`src/rtl/mem_access_ctrl.sv`:
```
//-----------------------------------------------------------------------------
// Module   : mem_access_ctrl
// Purpose  : Sequencer that arbitrates one memory access at a time between
//            the datapath (cpu) and a special port (loader/IO). It drives the
//            MAR/MDR load strobes, the MDR source select and the memory write
//            enable. Reads use a fixed MEM_LAT-cycle wait.
// Ports    :
//   clk         in   sole clock, rising edge
//   reset       in   synchronous active-high reset
//   cpu_req     in   datapath access request
//   cpu_we      in   datapath write (1) / read (0)
//   spc_req     in   special-port access request
//   spc_we      in   special-port write (1) / read (0)
//   cpu_ack     out  one-cycle datapath completion pulse
//   spc_ack     out  one-cycle special-port completion pulse
//   ldMAR       out  MAR load enable
//   ldMARSpcIn  out  MAR input select: special address (1) / Bus (0)
//   ldMDR       out  MDR load enable
//   selMDR      out  MDR source: 00 Bus, 01 memOut, 11 special data
//   memWE       out  memory write enable
//   busy        out  high whenever the sequencer is not idle
//   grant       out  current owner: 0 datapath, 1 special port
// Revision : 1.0 - initial release
//-----------------------------------------------------------------------------
`default_nettype none

module mem_access_ctrl #(
  parameter int MEM_LAT = 1  // cycles from MAR load to valid memOut, 1..7
) (
  input  logic       clk,
  input  logic       reset,
  input  logic       cpu_req,
  input  logic       cpu_we,
  input  logic       spc_req,
  input  logic       spc_we,
  output logic       cpu_ack,
  output logic       spc_ack,
  output logic       ldMAR,
  output logic       ldMARSpcIn,
  output logic       ldMDR,
  output logic [1:0] selMDR,
  output logic       memWE,
  output logic       busy,
  output logic       grant
);

  localparam logic [2:0] C_LAT = 3'(MEM_LAT);

  typedef enum logic [2:0] {
    S_IDLE = 3'd0,
    S_MAR  = 3'd1,
    S_WAIT = 3'd2,
    S_RD   = 3'd3,
    S_WMDR = 3'd4,
    S_WR   = 3'd5,
    S_DONE = 3'd6
  } state_t;

  state_t     state_q;
  logic       owner_q;
  logic       we_q;
  logic       last_grant_q;
  logic [2:0] cnt_q;

  logic       cpu_ack_q;
  logic       spc_ack_q;
  logic       ldMAR_q;
  logic       ldMARSpcIn_q;
  logic       ldMDR_q;
  logic [1:0] selMDR_q;
  logic       memWE_q;
  logic       busy_q;
  logic       grant_q;

  // Owner picked in IDLE: a lone requester wins; on a tie the requester that
  // did not win last time gets the grant.
  logic owner_d;
  logic we_d;

  always_comb begin
    owner_d = spc_req;
    if (cpu_req && spc_req) begin
      owner_d = ~last_grant_q;
    end
    we_d = owner_d ? spc_we : cpu_we;
  end

  // Outputs are registered: each branch sets the strobes that belong to the
  // state being entered, so they are valid throughout that state.
  always_ff @(posedge clk) begin
    if (reset) begin
      state_q      <= S_IDLE;
      owner_q      <= 1'b0;
      we_q         <= 1'b0;
      last_grant_q <= 1'b1;
      cnt_q        <= 3'd0;
      cpu_ack_q    <= 1'b0;
      spc_ack_q    <= 1'b0;
      ldMAR_q      <= 1'b0;
      ldMARSpcIn_q <= 1'b0;
      ldMDR_q      <= 1'b0;
      selMDR_q     <= 2'b00;
      memWE_q      <= 1'b0;
      busy_q       <= 1'b0;
      grant_q      <= 1'b0;
    end else begin
      cpu_ack_q    <= 1'b0;
      spc_ack_q    <= 1'b0;
      ldMAR_q      <= 1'b0;
      ldMARSpcIn_q <= 1'b0;
      ldMDR_q      <= 1'b0;
      selMDR_q     <= 2'b00;
      memWE_q      <= 1'b0;

      case (state_q)
        S_IDLE: begin
          if (cpu_req || spc_req) begin
            state_q      <= S_MAR;
            owner_q      <= owner_d;
            we_q         <= we_d;
            cnt_q        <= C_LAT;
            ldMAR_q      <= 1'b1;
            ldMARSpcIn_q <= owner_d;
            busy_q       <= 1'b1;
            grant_q      <= owner_d;
          end
        end

        S_MAR: begin
          if (we_q) begin
            state_q  <= S_WMDR;
            ldMDR_q  <= 1'b1;
            selMDR_q <= owner_q ? 2'b11 : 2'b00;
          end else begin
            state_q <= S_WAIT;
          end
        end

        // cnt_q enters WAIT holding MEM_LAT, so leaving on 1 gives exactly
        // MEM_LAT cycles in this state.
        S_WAIT: begin
          cnt_q <= cnt_q - 3'd1;
          if (cnt_q == 3'd1) begin
            state_q  <= S_RD;
            ldMDR_q  <= 1'b1;
            selMDR_q <= 2'b01;
          end
        end

        S_RD: begin
          state_q   <= S_DONE;
          cpu_ack_q <= ~owner_q;
          spc_ack_q <= owner_q;
        end

        S_WMDR: begin
          state_q <= S_WR;
          memWE_q <= we_q;
        end

        S_WR: begin
          state_q   <= S_DONE;
          cpu_ack_q <= ~owner_q;
          spc_ack_q <= owner_q;
        end

        // Always return to IDLE so requests are re-arbitrated there.
        S_DONE: begin
          state_q      <= S_IDLE;
          last_grant_q <= owner_q;
          busy_q       <= 1'b0;
          grant_q      <= 1'b0;
        end

        default: begin
          state_q <= S_IDLE;
          busy_q  <= 1'b0;
          grant_q <= 1'b0;
        end
      endcase
    end
  end

  assign cpu_ack    = cpu_ack_q;
  assign spc_ack    = spc_ack_q;
  assign ldMAR      = ldMAR_q;
  assign ldMARSpcIn = ldMARSpcIn_q;
  assign ldMDR      = ldMDR_q;
  assign selMDR     = selMDR_q;
  assign memWE      = memWE_q;
  assign busy       = busy_q;
  assign grant      = grant_q;

endmodule

`default_nettype wire

```
`config.mk`:
```
export PLATFORM = sky130hd
export DESIGN_NAME = mem_access_ctrl
export DESIGN_NICKNAME = d
export VERILOG_FILES = /design/src/rtl/mem_access_ctrl.sv
export SDC_FILE = /design/constraint.sdc
export NUM_CORES = 1
export LEC_CHECK = 0
export BUFFER_PORTS_ARGS = -buffer_cell sky130_fd_sc_hd__buf_2
export CELL_PAD_IN_SITES_DETAIL_PLACEMENT = 1
export CELL_PAD_IN_SITES_GLOBAL_PLACEMENT = 2
export CORE_MARGIN = 3
export CORE_UTILIZATION = 34
export DETAILED_ROUTE_END_ITERATION = 7
export PLACE_DENSITY_LB_ADDON = 0.2
export SLEW_MARGIN = 5
export SYNTH_ARGS = -nofsm -noshare
export SYNTH_HDL_FRONTEND = slang
export SYNTH_SLANG_ARGS = --single-unit
```
`constraint.sdc`:
```
create_clock -name clk -period 2.7 [get_ports clk]
set_input_delay 0.135 -clock clk [delete_from_list [all_inputs] [get_ports clk]]
set_output_delay 0.135 -clock clk [all_outputs]
set_load 0.03 [all_outputs]
```
; ---- Word-level counts from Yosys, hierarchy flattened
; Index checks and enable logic that the tools add are counted.
[op_classes]
n_reduce_logical = 14
n_addsub = 1
bitwise_logic = 7
n_eq_ne = 9
muxes = 19
[ops]
columns = cell, count
row1 = case mux 3 bit (5 select lines), 1
row2 = "== test 3 bit, second input constant", 3
row3 = 2-to-1 mux 3 bit, 3
row4 = 2-to-1 mux 1 bit, 8
row5 = AND reduction 2 bit, 4
row6 = OR reduction 2 bit, 4
row7 = NOT 1 bit, 7
row8 = "== test 3 x 1 -> 1 bit, second input constant", 2
row9 = "== test 3 x 2 -> 1 bit, second input constant", 2
row10 = case mux 1 bit (2 select lines), 3
row11 = case mux 3 bit (2 select lines), 1
row12 = OR reduction 5 bit, 1
row13 = 2-to-1 mux 2 bit, 2
row14 = "inequality test 2 bit, second input constant", 2
row15 = case mux 2 bit (2 select lines), 1
row16 = zero test 3 bit, 1
row17 = OR reduction 3 bit, 1
row18 = "subtractor 3 x 1 -> 3 bit, second input constant", 1
row19 = nonzero test 2 bit, 1
row20 = logical AND 1 bit, 1
row21 = logical OR 1 bit, 1
[word_totals]
in_bits = 6
wordCells = 64
regBits = 19

; ---- Depth between registers and ports, before layout
[logic_depth]
depth_word = 4
mapped_depth = 5
depth_no_buf = 5

; ---- Worst setup path before layout
; OpenSTA, ideal clock, no wires.
[synth_path]
path_kind = register -> register
startpoint = register state_q[1]
endpoint = register grant_q, in the netlist grant
stages_incl_launch_ff = 5
setup_ns = 0.132
slack_ns = 1.473
arrival_time_ns = 1.095
required_time_ns = 2.568
path_cell_list = dfxtp_1 buf_6 or4b_4 nand3_2 a21oi_1
[synth_between]
elab_chain_len = 4
elab_cells_between_ends = 11
[synth_rtl]
columns = element, line_no
row1 = start: declaration, 59  ; state_t state_q;
row2 = start signal: assignment, 92  ; state_q <= S_IDLE;
row3 = start signal: assignment, 118  ; state_q <= S_MAR;
row4 = start signal: assignment, 131  ; state_q <= S_WMDR;
row5 = == test 3 x 2 -> 1 bit (tied with other cells), 115  ; case (state_q)
row6 = OR reduction 5 bit (no source line), n/a
row7 = NOT 1 bit (no source line), n/a
row8 = AND reduction 2 bit (no source line), n/a
row9 = end signal: assignment, 125  ; grant_q <= owner_d;
row10 = end: declaration, 73  ; logic grant_q;
; Several ways; a longest one is shown, not always the timed one.
; A chain may end at the register's enable or synchronous reset.

; ---- Worst setup path after layout
[layout_path]
startpoint = register state_q[2]
endpoint = register last_grant_q
[layout_between]
elab_chain_len = 1
[layout_rtl]
columns = element, line_no
row1 = == test 3 bit, 115
row2 = end signal: assignment, 170  ; last_grant_q <= owner_q;
row3 = end: declaration, 62  ; logic last_grant_q;
; Every way passes these cells.

==> reports/results.tsv <==
metric	value	unit
grt_pass1_wl	2.94	mm
final_cells	126	
yosysTopAreaCellShare	0.475	
coreArea	0.00210	mm²
max_freq	708	MHz
dpl.hpwl	1.31	mm
htree_levels	1	
outcome	finished, final reports clean	
hold_path_class	in2reg	
dieHeight	54.5	µm
routed_via_density	5.22	
max_cap_violations	0	
dieArea	0.00297	mm²
dp.cells	122	
setup_violations	0	
fin_crit	1.41	ns
synth-seq-cells	19	
vdd_drop_max	0.345	mV
tns	0	ns
cp-start-kind	register	
vias	658	
port_buffers	15	
io_pins	16	
power_leakage	0.364	nW
antenna_found_initial	0	
drive_gt1_frac	0.242	
tightest_slew	0.494	ns
ctsResizeCount	0	
wirelength	1.76	mm
fillers	260	
yosys-top-cells-area	dfxtp_1 48%, a21oi_1 4.4%, inv_1 3.3%, nor2_1 3.3%, ha_1 3.1%	
clk_latency	0.30	ns
drt_iter0_markers	4	
diodes	0	
gr-total-overflow	0	
crit_required	2.90	ns
skew	0.00948	ns
synth_cell_types	32	
root_buffer	clkbuf_4	
pre_cts_ws	1.32	ns
syn_nets	93	
cts.path.max_buffers	2	
initial_core_util	0.381	
worstPathArrival	1.61	ns
critical_path_class	reg2reg	
synth_top_area_cell	dfxtp_1	
nNetsFinal	108	
setup_ws	1.29	ns
first_global_vias	637	
path_max_fanout	11	
drt_first_pass_iters	4	
rsz0062_at_grt	no	
slew_viol_final	0	
cts_hold_buf	0	
synth_area_per_cell	9.42	µm²
antenna_left	0	
clk_pin_slew	0.11	ns
numClockSinks	19	
yosysSeqAreaShare	0.475	
period_share	0.523	
grt_max_degree	20	
area_delta_synth_final	12.8	%
rows	16	
grt_usage	0.142	
dieWidth	54.5	µm
p_per_area	697	mW/mm²
synth_cells	85	
cts_made_buffers	3	
end_kind	register	
drcViolationCount	0	
slew_headroom	0.670	
cts_tree	built	
yosysWarningCount	0	
finalHoldViolCount	0	
synth_area	801	µm²
cts_setup_buffers	0	
gp_congestion	0.704	
routed_wire_length_per_instance	14.0	µm
==> sequential cells by signal, summed over array words and instances, names as in the netlist <==
register / count
last_grant_q: 1
ldMAR: 1
ldMDR: 1
grant: 1
owner_q: 1
selMDR: 2
we_q: 1
cnt_q: 3
cpu_ack: 1
ldMARSpcIn: 1
busy: 1
memWE: 1
state_q: 3
spc_ack: 1
==> cell usage after synthesis <==
| master | count |
|---|---|
| a21oi_1 | 7 |
| and4bb_2 | 1 |
| inv_1 | 7 |
| nor3_2 | 1 |
| a32o_1 | 1 |
| o21ai_0 | 3 |
| nor3_1 | 2 |
| nand3_1 | 2 |
| buf_1 | 1 |
| nor3b_2 | 1 |
| ha_1 | 2 |
| a221oi_1 | 1 |
| nor2_1 | 7 |
| o31a_1 | 1 |
| buf_6 | 2 |
| a2111oi_0 | 1 |
| nor4_1 | 1 |
| a31oi_1 | 2 |
| or4b_4 | 1 |
| o41ai_1 | 1 |
| xnor2_1 | 2 |
| nor4bb_1 | 2 |
| nand3_2 | 1 |
| nor2b_1 | 2 |
| nand2_1 | 6 |
| clkbuf_1 | 2 |
| a211o_1 | 1 |
| nor4b_1 | 1 |
| nand4_1 | 1 |
| nand2b_1 | 2 |
| o21a_1 | 1 |
| dfxtp_1 | 19 |
==> worst max-delay path, cell delays in order, from the launching register on <==
cell and delay [ns]:
dfxtp_1 0.58, nand2_1 0.26, o21a_1 0.23, a211o_1 0.25
==> power by group <==
group          leakage [nW]  internal [mW]  total, mW  switching [mW]
registers             0.155          0.309      0.347          0.0378
logic                 0.191         0.0577      0.141          0.0836
clock network        0.0177         0.0551      0.142          0.0870
==> kinds of logic (layout without fill, tap and decap cells) <==
group | count (synthesis) | count (layout) | synth area share
simple gates | 31 | 31 | 0.242
compound gates | 19 | 19 | 0.155
flops | 19 | 19 | 0.475
buf+inv | 12 | 26 | 0.0750
fa+ha+maj | 2 | 2 | 0.0312
xor+xnor | 2 | 2 | 0.0219
==> cells in the final DEF, fill, tap and decap left out <==
master	netlist	routed
a2111oi_0	1	1
a211o_1	1	1
a21oi_1	7	7
a221oi_1	1	1
a31oi_1	2	2
a32o_1	1	1
and4bb_2	1	1
buf_2	0	15
clkbuf_4	0	3
clkinv_2	0	1
dfxtp_1	19	19
ha_1	2	2
inv_1	7	7
nand2_1	6	6
nand2b_1	2	2
nand3_1	2	2
nand3_2	1	1
nand4_1	1	1
nor2_1	7	7
nor2b_1	2	2
nor3_1	2	2
nor3_2	1	1
nor3b_2	1	1
nor4_1	1	1
nor4b_1	1	1
nor4bb_1	2	2
o21a_1	1	1
o21ai_0	3	3
o31a_1	1	1
o41ai_1	1	1
or4b_4	1	1
xnor2_1	2	2
==> layer usage <==
metal  global-route usage  routed length, µm
met1                0.168                793
met2                0.237                881
met3               0.0572                 71
met4               0.0373                 12
met5                    0                  0
==> cell type report <==
cell class | count | area (µm²) | share of cell area
multi-input cells | 54 | 360 | 0.399
clock inverters | 1 | 5.00 | 0.00554
inverters | 7 | 26.3 | 0.0291
flip-flops and latches | 19 | 380 | 0.421
well taps | 27 | 33.8 | 0.0374
clock buffers | 3 | 22.5 | 0.0249
repair buffers | 15 | 75.1 | 0.0831
==> per-stage QoR <==
stage / hold slack, ns / instance area [µm²] / util / power, mW
after floorplan: 0.306 / 801 / - / 0.462
after global placement: 0.451 / 876 / 0.417 / 0.490
after detailed placement: 0.457 / 876 / 0.417 / 0.496
after CTS: 0.174 / 903 / 0.430 / 0.639
after global routing: 0.173 / 903 / 0.430 / 0.679
final: 0.180 / 903 / 0.430 / 0.630
==> final timing paths <==
| check | start | endpoint | slack (ns) | cells after the start |
|---|---|---|---|---|
| max | state_q[2] | last_grant_q | 1.29 | 3 |
| min | spc_req | ldMARSpcIn | 0.18 | 3 |
| max reg2reg | state_q[2] | last_grant_q | 1.29 | 3 |
| min reg2reg | busy | busy | 0.46 | 2 |
Note: power is estimated with default switching activity, not from simulation.
